**config.mk**
```make
export PLATFORM = sky130hd
export DESIGN_NAME = adpcm_rom_arbiter
export DESIGN_NICKNAME = d
export VERILOG_FILES = /design/src/rtl/adpcm_rom_pkg.sv /design/src/rtl/adpcm_bus_capture.sv /design/src/rtl/adpcm_rom_arbiter.sv
export SDC_FILE = /design/constraint.sdc
export NUM_CORES = 1
export LEC_CHECK = 0
export CORE_ASPECT_RATIO = 0.5
export CORE_UTILIZATION = 41
export DETAILED_ROUTE_END_ITERATION = 8
export GPL_TIMING_DRIVEN = 0
export MAX_ROUTING_LAYER = met4
export PLACE_DENSITY = 0.63
export SYNTH_ARGS = -nofsm -noshare
export SYNTH_HDL_FRONTEND = slang
export SYNTH_SLANG_ARGS = --single-unit
```
**constraint.sdc**
```tcl
create_clock -name i_clk -period 5.9 [get_ports i_clk]
set_input_delay 1.475 -clock i_clk [delete_from_list [all_inputs] [get_ports i_clk]]
set_output_delay 1.475 -clock i_clk [all_outputs]
set_load 0.1 [all_outputs]
```
**src/rtl/adpcm_rom_pkg.sv**
```systemverilog
// Shared types and widths for the YM2610 ADPCM ROM controller.
package adpcm_rom_pkg;

  localparam int ADDR_W = 24;
  localparam int MEM_AW = 25;

  typedef enum logic [2:0] {
    CH_IDLE   = 3'd0,
    CH_LOW    = 3'd1,
    CH_PEND   = 3'd2,
    CH_ISSUED = 3'd3,
    CH_VALID  = 3'd4
  } chan_state_t;

  typedef enum logic [1:0] {
    ARB_IDLE = 2'd0,
    ARB_REQ  = 2'd1,
    ARB_WAIT = 2'd2
  } arb_state_t;

  // Channel byte address relocated into the shared space; carries out of bit 24 are dropped.
  function automatic logic [MEM_AW-1:0] mem_addr_f(input logic [MEM_AW-1:0] base,
                                                   input logic [ADDR_W-1:0] addr);
    return base + {1'b0, addr};
  endfunction

endpackage

```
**src/rtl/adpcm_bus_capture.sv**
```systemverilog
// One YM2610 ROM channel: input synchronisers, mux address capture, read-cycle FSM
// and the data/enable pair driven back onto the multiplexed bus.
module adpcm_bus_capture
  import adpcm_rom_pkg::*;
#(
  parameter int EXT_W       = 6,
  parameter int LO_EXT_W    = 2,
  parameter int SYNC_STAGES = 2
) (
  input  logic              i_clk,
  input  logic              i_rst_n,
  input  logic [7:0]        i_bus,
  input  logic [EXT_W-1:0]  i_ext,
  input  logic              i_mpx,
  input  logic              i_oe_n,
  input  logic              i_grant,
  input  logic              i_rvalid,
  input  logic              i_rtag_epoch,
  input  logic [7:0]        i_rdata,
  output logic              o_pend,
  output logic              o_epoch,
  output logic [ADDR_W-1:0] o_addr,
  output logic [7:0]        o_out,
  output logic              o_oe,
  output logic              o_late,
  output logic              o_overrun
);

  logic [SYNC_STAGES-1:0][7:0]       r_bus_sync;
  logic [SYNC_STAGES-1:0][EXT_W-1:0] r_ext_sync;
  logic [SYNC_STAGES-1:0]            r_mpx_sync;
  logic [SYNC_STAGES-1:0]            r_oe_sync;
  logic                              r_mpx_q;
  logic                              r_oe_q;

  chan_state_t              r_state;
  chan_state_t              w_state_nxt;
  logic [LO_EXT_W+7:0]      r_lo;
  logic [EXT_W+7:0]         r_hi;
  logic [7:0]               r_data;
  logic                     r_epoch;
  logic                     r_oe;
  logic                     r_late;
  logic                     r_ovr;

  logic [7:0]       w_bus;
  logic [EXT_W-1:0] w_ext;
  logic             w_mpx, w_oe_n;
  logic             w_mpx_rise, w_mpx_fall, w_oe_fall, w_oe_rise;
  logic             w_latch_lo, w_latch_hi, w_latch_data, w_epoch_tgl, w_late, w_ovr;

  assign w_bus      = r_bus_sync[SYNC_STAGES-1];
  assign w_ext      = r_ext_sync[SYNC_STAGES-1];
  assign w_mpx      = r_mpx_sync[SYNC_STAGES-1];
  assign w_oe_n     = r_oe_sync[SYNC_STAGES-1];
  assign w_mpx_rise = w_mpx & ~r_mpx_q;
  assign w_mpx_fall = ~w_mpx & r_mpx_q;
  assign w_oe_fall  = ~w_oe_n & r_oe_q;
  assign w_oe_rise  = w_oe_n & ~r_oe_q;

  // Synchronisers and edge-detect history; oe idles high so reset produces no edge.
  always_ff @(posedge i_clk or negedge i_rst_n) begin
    if (!i_rst_n) begin
      r_bus_sync <= {SYNC_STAGES{8'h00}};
      r_ext_sync <= {SYNC_STAGES{{EXT_W{1'b0}}}};
      r_mpx_sync <= {SYNC_STAGES{1'b0}};
      r_oe_sync  <= {SYNC_STAGES{1'b1}};
      r_mpx_q    <= 1'b0;
      r_oe_q     <= 1'b1;
    end else begin
      r_bus_sync <= {r_bus_sync[SYNC_STAGES-2:0], i_bus};
      r_ext_sync <= {r_ext_sync[SYNC_STAGES-2:0], i_ext};
      r_mpx_sync <= {r_mpx_sync[SYNC_STAGES-2:0], i_mpx};
      r_oe_sync  <= {r_oe_sync[SYNC_STAGES-2:0], i_oe_n};
      r_mpx_q    <= w_mpx;
      r_oe_q     <= w_oe_n;
    end
  end

  // Read-cycle FSM; a new strobe or an early oe always abandons the current cycle.
  always_comb begin
    w_state_nxt  = r_state;
    w_latch_lo   = 1'b0;
    w_latch_hi   = 1'b0;
    w_latch_data = 1'b0;
    w_epoch_tgl  = 1'b0;
    w_late       = 1'b0;
    w_ovr        = 1'b0;
    if (w_mpx_rise) begin
      w_state_nxt = CH_LOW;
      w_latch_lo  = 1'b1;
      w_epoch_tgl = 1'b1;
      w_ovr       = (r_state != CH_IDLE);
    end else if (w_oe_fall && (r_state != CH_VALID)) begin
      w_state_nxt = CH_IDLE;
      w_epoch_tgl = 1'b1;
      w_late      = 1'b1;
    end else begin
      case (r_state)
        CH_IDLE:   w_state_nxt = CH_IDLE;
        CH_LOW: begin
          if (w_mpx_fall) begin
            w_state_nxt = CH_PEND;
            w_latch_hi  = 1'b1;
          end else begin
            w_state_nxt = CH_LOW;
          end
        end
        CH_PEND: begin
          if (i_grant) w_state_nxt = CH_ISSUED;
          else         w_state_nxt = CH_PEND;
        end
        CH_ISSUED: begin
          if (i_rvalid && (i_rtag_epoch == r_epoch)) begin
            w_state_nxt  = CH_VALID;
            w_latch_data = 1'b1;
          end else begin
            w_state_nxt = CH_ISSUED;
          end
        end
        CH_VALID: begin
          if (w_oe_rise) w_state_nxt = CH_IDLE;
          else           w_state_nxt = CH_VALID;
        end
        default:   w_state_nxt = CH_IDLE;
      endcase
    end
  end

  // Channel state, captured address halves, data register and registered outputs.
  always_ff @(posedge i_clk or negedge i_rst_n) begin
    if (!i_rst_n) begin
      r_state <= CH_IDLE;
      r_lo    <= {(LO_EXT_W+8){1'b0}};
      r_hi    <= {(EXT_W+8){1'b0}};
      r_data  <= 8'h00;
      r_epoch <= 1'b0;
      r_oe    <= 1'b0;
      r_late  <= 1'b0;
      r_ovr   <= 1'b0;
    end else begin
      r_state <= w_state_nxt;
      if (w_latch_lo)   r_lo    <= {w_ext[LO_EXT_W-1:0], w_bus};
      if (w_latch_hi)   r_hi    <= {w_ext, w_bus};
      if (w_latch_data) r_data  <= i_rdata;
      if (w_epoch_tgl)  r_epoch <= ~r_epoch;
      r_oe   <= (w_state_nxt == CH_VALID) && !w_oe_n;
      r_late <= w_late;
      r_ovr  <= w_ovr;
    end
  end

  assign o_pend    = (r_state == CH_PEND);
  assign o_epoch   = r_epoch;
  assign o_addr    = {r_hi, r_lo};
  assign o_out     = r_data;
  assign o_oe      = r_oe;
  assign o_late    = r_late;
  assign o_overrun = r_ovr;

endmodule

```
**src/rtl/adpcm_rom_arbiter.sv**
```systemverilog
// YM2610 ADPCM-A/B ROM controller: two bus capture channels sharing one memory port,
// ADPCM-B having priority, one request outstanding at a time.
module adpcm_rom_arbiter
  import adpcm_rom_pkg::*;
#(
  parameter logic [MEM_AW-1:0] A_BASE      = 25'h0000000,
  parameter logic [MEM_AW-1:0] B_BASE      = 25'h1000000,
  parameter int                SYNC_STAGES = 2
) (
  input  logic              i_clk,
  input  logic              i_ic_n,
  input  logic [7:0]        i_rad_in,
  input  logic [1:0]        i_ra9_8,
  input  logic [3:0]        i_ra23_20,
  input  logic              i_rmpx,
  input  logic              i_roe,
  input  logic [7:0]        i_pad_in,
  input  logic [3:0]        i_pa11_8,
  input  logic              i_pmpx,
  input  logic              i_poe,
  output logic [7:0]        o_rad_out,
  output logic              o_rad_oe,
  output logic [7:0]        o_pad_out,
  output logic              o_pad_oe,
  output logic              o_mem_req,
  output logic [MEM_AW-1:0] o_mem_addr,
  input  logic              i_mem_ready,
  input  logic              i_mem_rvalid,
  input  logic [7:0]        i_mem_rdata,
  output logic              o_a_late,
  output logic              o_b_late,
  output logic              o_a_overrun,
  output logic              o_b_overrun
);

  arb_state_t        r_arb_state;
  arb_state_t        w_arb_nxt;
  logic              r_mem_req;
  logic [MEM_AW-1:0] r_mem_addr;
  logic              r_tag_b;
  logic              r_tag_epoch;

  logic              w_a_pend, w_b_pend, w_a_epoch, w_b_epoch;
  logic [ADDR_W-1:0] w_a_addr, w_b_addr;
  logic              w_grant_a, w_grant_b, w_slot_free;
  logic              w_rvalid_a, w_rvalid_b;

  // The tag routes each response back to the channel and cycle that asked for it.
  assign w_rvalid_a = (r_arb_state == ARB_WAIT) & i_mem_rvalid & ~r_tag_b;
  assign w_rvalid_b = (r_arb_state == ARB_WAIT) & i_mem_rvalid &  r_tag_b;

  adpcm_bus_capture #(.EXT_W(6), .LO_EXT_W(2), .SYNC_STAGES(SYNC_STAGES)) u_cap_a (
    .i_clk(i_clk), .i_rst_n(i_ic_n), .i_bus(i_rad_in), .i_ext({i_ra23_20, i_ra9_8}),
    .i_mpx(i_rmpx), .i_oe_n(i_roe), .i_grant(w_grant_a), .i_rvalid(w_rvalid_a),
    .i_rtag_epoch(r_tag_epoch), .i_rdata(i_mem_rdata), .o_pend(w_a_pend),
    .o_epoch(w_a_epoch), .o_addr(w_a_addr), .o_out(o_rad_out), .o_oe(o_rad_oe),
    .o_late(o_a_late), .o_overrun(o_a_overrun)
  );

  adpcm_bus_capture #(.EXT_W(4), .LO_EXT_W(4), .SYNC_STAGES(SYNC_STAGES)) u_cap_b (
    .i_clk(i_clk), .i_rst_n(i_ic_n), .i_bus(i_pad_in), .i_ext(i_pa11_8),
    .i_mpx(i_pmpx), .i_oe_n(i_poe), .i_grant(w_grant_b), .i_rvalid(w_rvalid_b),
    .i_rtag_epoch(r_tag_epoch), .i_rdata(i_mem_rdata), .o_pend(w_b_pend),
    .o_epoch(w_b_epoch), .o_addr(w_b_addr), .o_out(o_pad_out), .o_oe(o_pad_oe),
    .o_late(o_b_late), .o_overrun(o_b_overrun)
  );

  // Arbiter next state; the slot frees in the rvalid cycle so a waiting channel is re-granted at once.
  always_comb begin
    w_arb_nxt   = r_arb_state;
    w_grant_a   = 1'b0;
    w_grant_b   = 1'b0;
    w_slot_free = 1'b0;
    case (r_arb_state)
      ARB_IDLE: w_slot_free = 1'b1;
      ARB_REQ: begin
        if (i_mem_ready) w_arb_nxt = ARB_WAIT;
        else             w_arb_nxt = ARB_REQ;
      end
      ARB_WAIT: begin
        if (i_mem_rvalid) begin
          w_arb_nxt   = ARB_IDLE;
          w_slot_free = 1'b1;
        end else begin
          w_arb_nxt = ARB_WAIT;
        end
      end
      default: w_arb_nxt = ARB_IDLE;
    endcase
    if (w_slot_free && w_b_pend) begin
      w_grant_b = 1'b1;
      w_arb_nxt = ARB_REQ;
    end else if (w_slot_free && w_a_pend) begin
      w_grant_a = 1'b1;
      w_arb_nxt = ARB_REQ;
    end else begin
      w_grant_a = 1'b0;
    end
  end

  // Arbiter state, held request/address and the response tag.
  always_ff @(posedge i_clk or negedge i_ic_n) begin
    if (!i_ic_n) begin
      r_arb_state <= ARB_IDLE;
      r_mem_req   <= 1'b0;
      r_mem_addr  <= {MEM_AW{1'b0}};
      r_tag_b     <= 1'b0;
      r_tag_epoch <= 1'b0;
    end else begin
      r_arb_state <= w_arb_nxt;
      r_mem_req   <= (w_arb_nxt == ARB_REQ);
      if (w_grant_b) begin
        r_mem_addr  <= mem_addr_f(B_BASE, w_b_addr);
        r_tag_b     <= 1'b1;
        r_tag_epoch <= w_b_epoch;
      end else if (w_grant_a) begin
        r_mem_addr  <= mem_addr_f(A_BASE, w_a_addr);
        r_tag_b     <= 1'b0;
        r_tag_epoch <= w_a_epoch;
      end
    end
  end

  assign o_mem_req  = r_mem_req;
  assign o_mem_addr = r_mem_addr;

endmodule

```
==> metrics.md <==
| Metric | Value |
|---|---|
| Status | finished clean |
| Final period util | around three fifths |
| Initial antenna violation count | 0 |
| Synth Cell Area | 0.00608 mm2 |
| Worst R2R End | o_mem_addr[23] |
| Layout area overhead | 28.6% |
| Peak VDD IR | about 0.00024 V |
| First-pass DRT Iterations | 4 |
| PostCTS Resize Cnt | 0 |
| Max Fclk | approximately 280 MHz |
| Crit path DAT | 2.08 ns |
| Lkg Pwr | approximately 3.5 nW |
| Worst EP required | 4.43 ns |
| Die area | between 0.015 and 0.02 mm2 |
| CP Class | reg2out |
| Top-area cell type share of the netlist area | between 60% and 70% |
| Worst min path class | reg2reg |
| I/O Buffers | 89 |
| Layout Utilization | a little over half |
| Drt via density | a little under 5 |
| CP Launch Type | register |
| CORE AREA | 0.0145 mm2 |
| WL final | between 10000 and 15000 um |
| Latest clock arrival within the worst-skew pair | ~0.42 ns |
| I/O pin count | 90 |
| CTS root buf | clkbuf_16 |
| DR vias | around 3700 |
| Placer Congestion | 0.807 |
| Clock skew after layout | 0.0134 ns |
| Placed wire-length estimate | roughly 8000 um |
| Fillers | 1198 |
| Min-delay src | u_cap_b.r_bus_sync[3] |
| Worst-path clk slew | about 0.070 ns |
| Nets | between 500 and 600 |
| # H-tree levels | 4 |
| Tmin final | roughly 3.6 ns |
| Worst slew pin tran | 1.01 ns |
| Biggest area consumer among synthesized cells | dfrtp_1 |
| Endpoints failing hold | 0 |
| Rel. slew slack | about a third |
| Sw Share | 38.5% |
| First-pass GRT wire length | 19600 um |
| Clock share of power | between 20% and 30% |
| CTS tree | yes |
| Final setup fails | 0 |
| Hold path cells | 0 |
| Total grt overflow | 0 |
| Syn avg cell area | 13.7 um2 |
| Die Wd | 174 um |
| Starting Density | roughly 42% |
| Ys async rst share | 100% |
| CTS Buf Count | 17 |
| Flop and latch count out of synthesis | roughly 170 |
| Post-Syn Instances | approximately 440 |
| Row Count | 31 |
| Crit end category | output port |
| Worst r2r src | u_cap_b.r_state[1] |
| Final Hold Slack | between 0.3 and 0.4 ns |
| ANT cells | 0 |
| Internal power | around 0.0023 W |
| DR WL/cell | 16.0 um |
| Layout cells sized above 1 | between 10% and 20% |
| Maximum root-to-sink buffer count | 2 |
| RSZ-0062 raised after global routing | no |
| Comb pwr share | about 30% |
| Syn nets | roughly 480 |
| Sequential share of power | roughly two fifths |
| Postcts setup bufs | 0 |
| Slew Limit Fails | 0 |
| Post-synth EDFFs | 0 |
| Flop-to-flop setup slack | approximately 3.5 ns |
| Psw | 0.00142 W |
| Synth Flop Type | dfrtp_1 |
| Max capacitance violation total | 0 |
| Slowest-stage cell, CP | clkdlybuf4s50_1 |
| Largest net degree at the start of global routing | 110 |
| Hold Buf Count CTS | 0 |
| Number of global-route vias before repair | roughly 3700 |
| GRT Total Usage | around 18% |
| DRT iter0 DRCs | roughly 220 |
| Design area | just under 0.008 mm2 |
| Worst path max stage delay | 1.12 ns |
| Die Ht | 88.1 um |
| Post-synthesis cell type count | 42 |
| Clock Sink Count | roughly 170 |
| Yosys warnings | 0 |
| Register area share after synthesis | 70.5% |
| Critical path, cell by cell | buf_4, clkdlybuf4s50_1 |
| Post-route ant nets | 0 |
| Crit-path max FO | 5 |
| DP Area | 0.00725 mm2 |
| Setup TNS | 0 ns |
| Hold Path End | u_cap_b.w_bus[3] |
| PwrDens | 472 mW/mm2 |
| Total power | 0.00368 W |
| Reg2Reg Depth | 7 |
| Residual DRC | 0 |
| Largest cells by area after synthesis | dfrtp_1 68%, mux2_2 9.6%, nand2_1 6.1%, a32oi_1 3.6%, dfstp_2 2.6% |
## cell type report
class                   instances  area, um2  share of cell area (%)
flip-flops and latches        171       4290                    54.9
multi-input cells             246       1670                    21.4
repair buffers                 90        923                    11.8
clock buffers                  17        425                    5.45
well taps                     198        248                    3.17
clock inverters                15        139                    1.78
plain buffers                  22        108                    1.38
inverters                       3       11.3                   0.144
## per-layer routing
layer  track usage (%)  wire length [um]
met4              5.90                45
met5                 -                 0
met1              26.4              6600
met2              22.9              5030
met3              4.43               541
## synth_stat cells, types with 2 or more instances
| library cell | count |
|---|---|
| dfrtp_1 | 165 |
| nand2_1 | 98 |
| mux2_2 | 52 |
| a32oi_1 | 25 |
| clkbuf_1 | 9 |
| buf_2 | 8 |
| nor2_1 | 8 |
| nor2b_1 | 7 |
| nor3_1 | 7 |
| dfstp_2 | 6 |
| a21oi_1 | 4 |
| buf_4 | 4 |
| inv_1 | 3 |
| nand3_1 | 3 |
| nor3b_1 | 3 |
| o21ai_0 | 3 |
| o311ai_0 | 3 |
| xor2_1 | 3 |
| a211oi_1 | 2 |
| a311oi_1 | 2 |
| and2_1 | 2 |
| and3_1 | 2 |
| nand2b_1 | 2 |
| nand3b_1 | 2 |
| nor4b_1 | 2 |
## per-stage QoR
stage          worst slack, ns  cells
2_1_floorplan             3.00    442
3_3_place_gp             -3.64    729
3_5_place_dp              1.98    730
4_1_cts                   2.32    762
5_1_grt                   2.30    762
6_report                  2.35    762
## registers in the layout, indices dropped and copies added (netlist names), 3 cells and up
name                flops
u_cap_b.r_ext_sync      4
o_mem_addr             25
u_cap_a.w_ext           6
u_cap_a.r_hi           14
u_cap_b.r_lo           12
u_cap_b.o_out           8
u_cap_b.r_hi           12
u_cap_a.r_ext_sync      6
u_cap_a.r_bus_sync      8
u_cap_a.r_state         3
u_cap_a.r_lo           10
u_cap_b.w_bus           8
u_cap_b.w_ext           4
u_cap_a.o_out           8
u_cap_a.w_bus           8
u_cap_b.r_bus_sync      8
u_cap_b.r_state         3
## cell families (layout without fill, tap and decap cells)
| family | Yosys count | in the layout | share of synthesized area [%] |
|---|---|---|---|
| flops | 171 | 171 | 70.5 |
| simple gates | 146 | 146 | 11.5 |
| mux | 52 | 52 | 9.64 |
| compound gates | 44 | 44 | 5.77 |
| buf+inv | 25 | 147 | 1.96 |
| xor+xnor | 4 | 4 | 0.577 |
## cell usage in the layout, fill, tap and decap left out, types with 2 or more instances in the layout
cell type / synthesis / final
a211oi_1: 2 / 2
a21oi_1: 4 / 4
a311oi_1: 2 / 2
a32oi_1: 25 / 25
and2_1: 2 / 2
and3_1: 2 / 2
buf_2: 8 / 8
buf_4: 4 / 4
clkbuf_1: 9 / 9
clkbuf_16: 0 / 17
clkdlybuf4s50_1: 0 / 88
clkinv_2: 0 / 3
clkinv_4: 0 / 2
clkinvlp_4: 0 / 4
dfrtp_1: 165 / 165
dfstp_2: 6 / 6
inv_1: 3 / 3
inv_6: 0 / 4
mux2_2: 52 / 52
nand2_1: 98 / 98
nand2b_1: 2 / 2
nand3_1: 3 / 3
nand3b_1: 2 / 2
nor2_1: 8 / 8
nor2b_1: 7 / 7
nor3_1: 7 / 7
nor3b_1: 3 / 3
nor4b_1: 2 / 2
o21ai_0: 3 / 3
o311ai_0: 3 / 3
xor2_1: 3 / 3
## worst max-delay path by stage
stage | to | cells after the start | from | slack (ns)
after floorplan | u_cap_a.o_out[0] | 4 | i_mem_rvalid | 3.00
after global placement | u_cap_a.o_out[7] | 1 | i_ic_n | -3.64
after detailed placement | u_cap_b.o_out[6] | 5 | i_mem_rvalid | 1.98
after CTS | o_mem_addr[24] | 2 | o_mem_addr[24] | 2.32
after global routing | o_mem_addr[24] | 2 | o_mem_addr[24] | 2.30
final | o_mem_addr[24] | 2 | o_mem_addr[24] | 2.35
## critical path, delay by kind of cell, from the launching register on
kind	cells	cell delay [ns]
buffers and inverters	2	1.25
DFF	1	0.42
## power by group through the flow
stage | clock (W) | sequential (W) | combinational (W)
floorplan | 0 | 0.00209 | 0.000234
global placement | 0 | 0.00154 | 0.00109
detailed placement | 0 | 0.00154 | 0.00111
CTS | 0.00109 | 0.00152 | 0.00111
global route | 0.00114 | 0.00154 | 0.00115
finish | 0.00106 | 0.00152 | 0.00110
No activity file was read; power rests on OpenSTA's default activity.
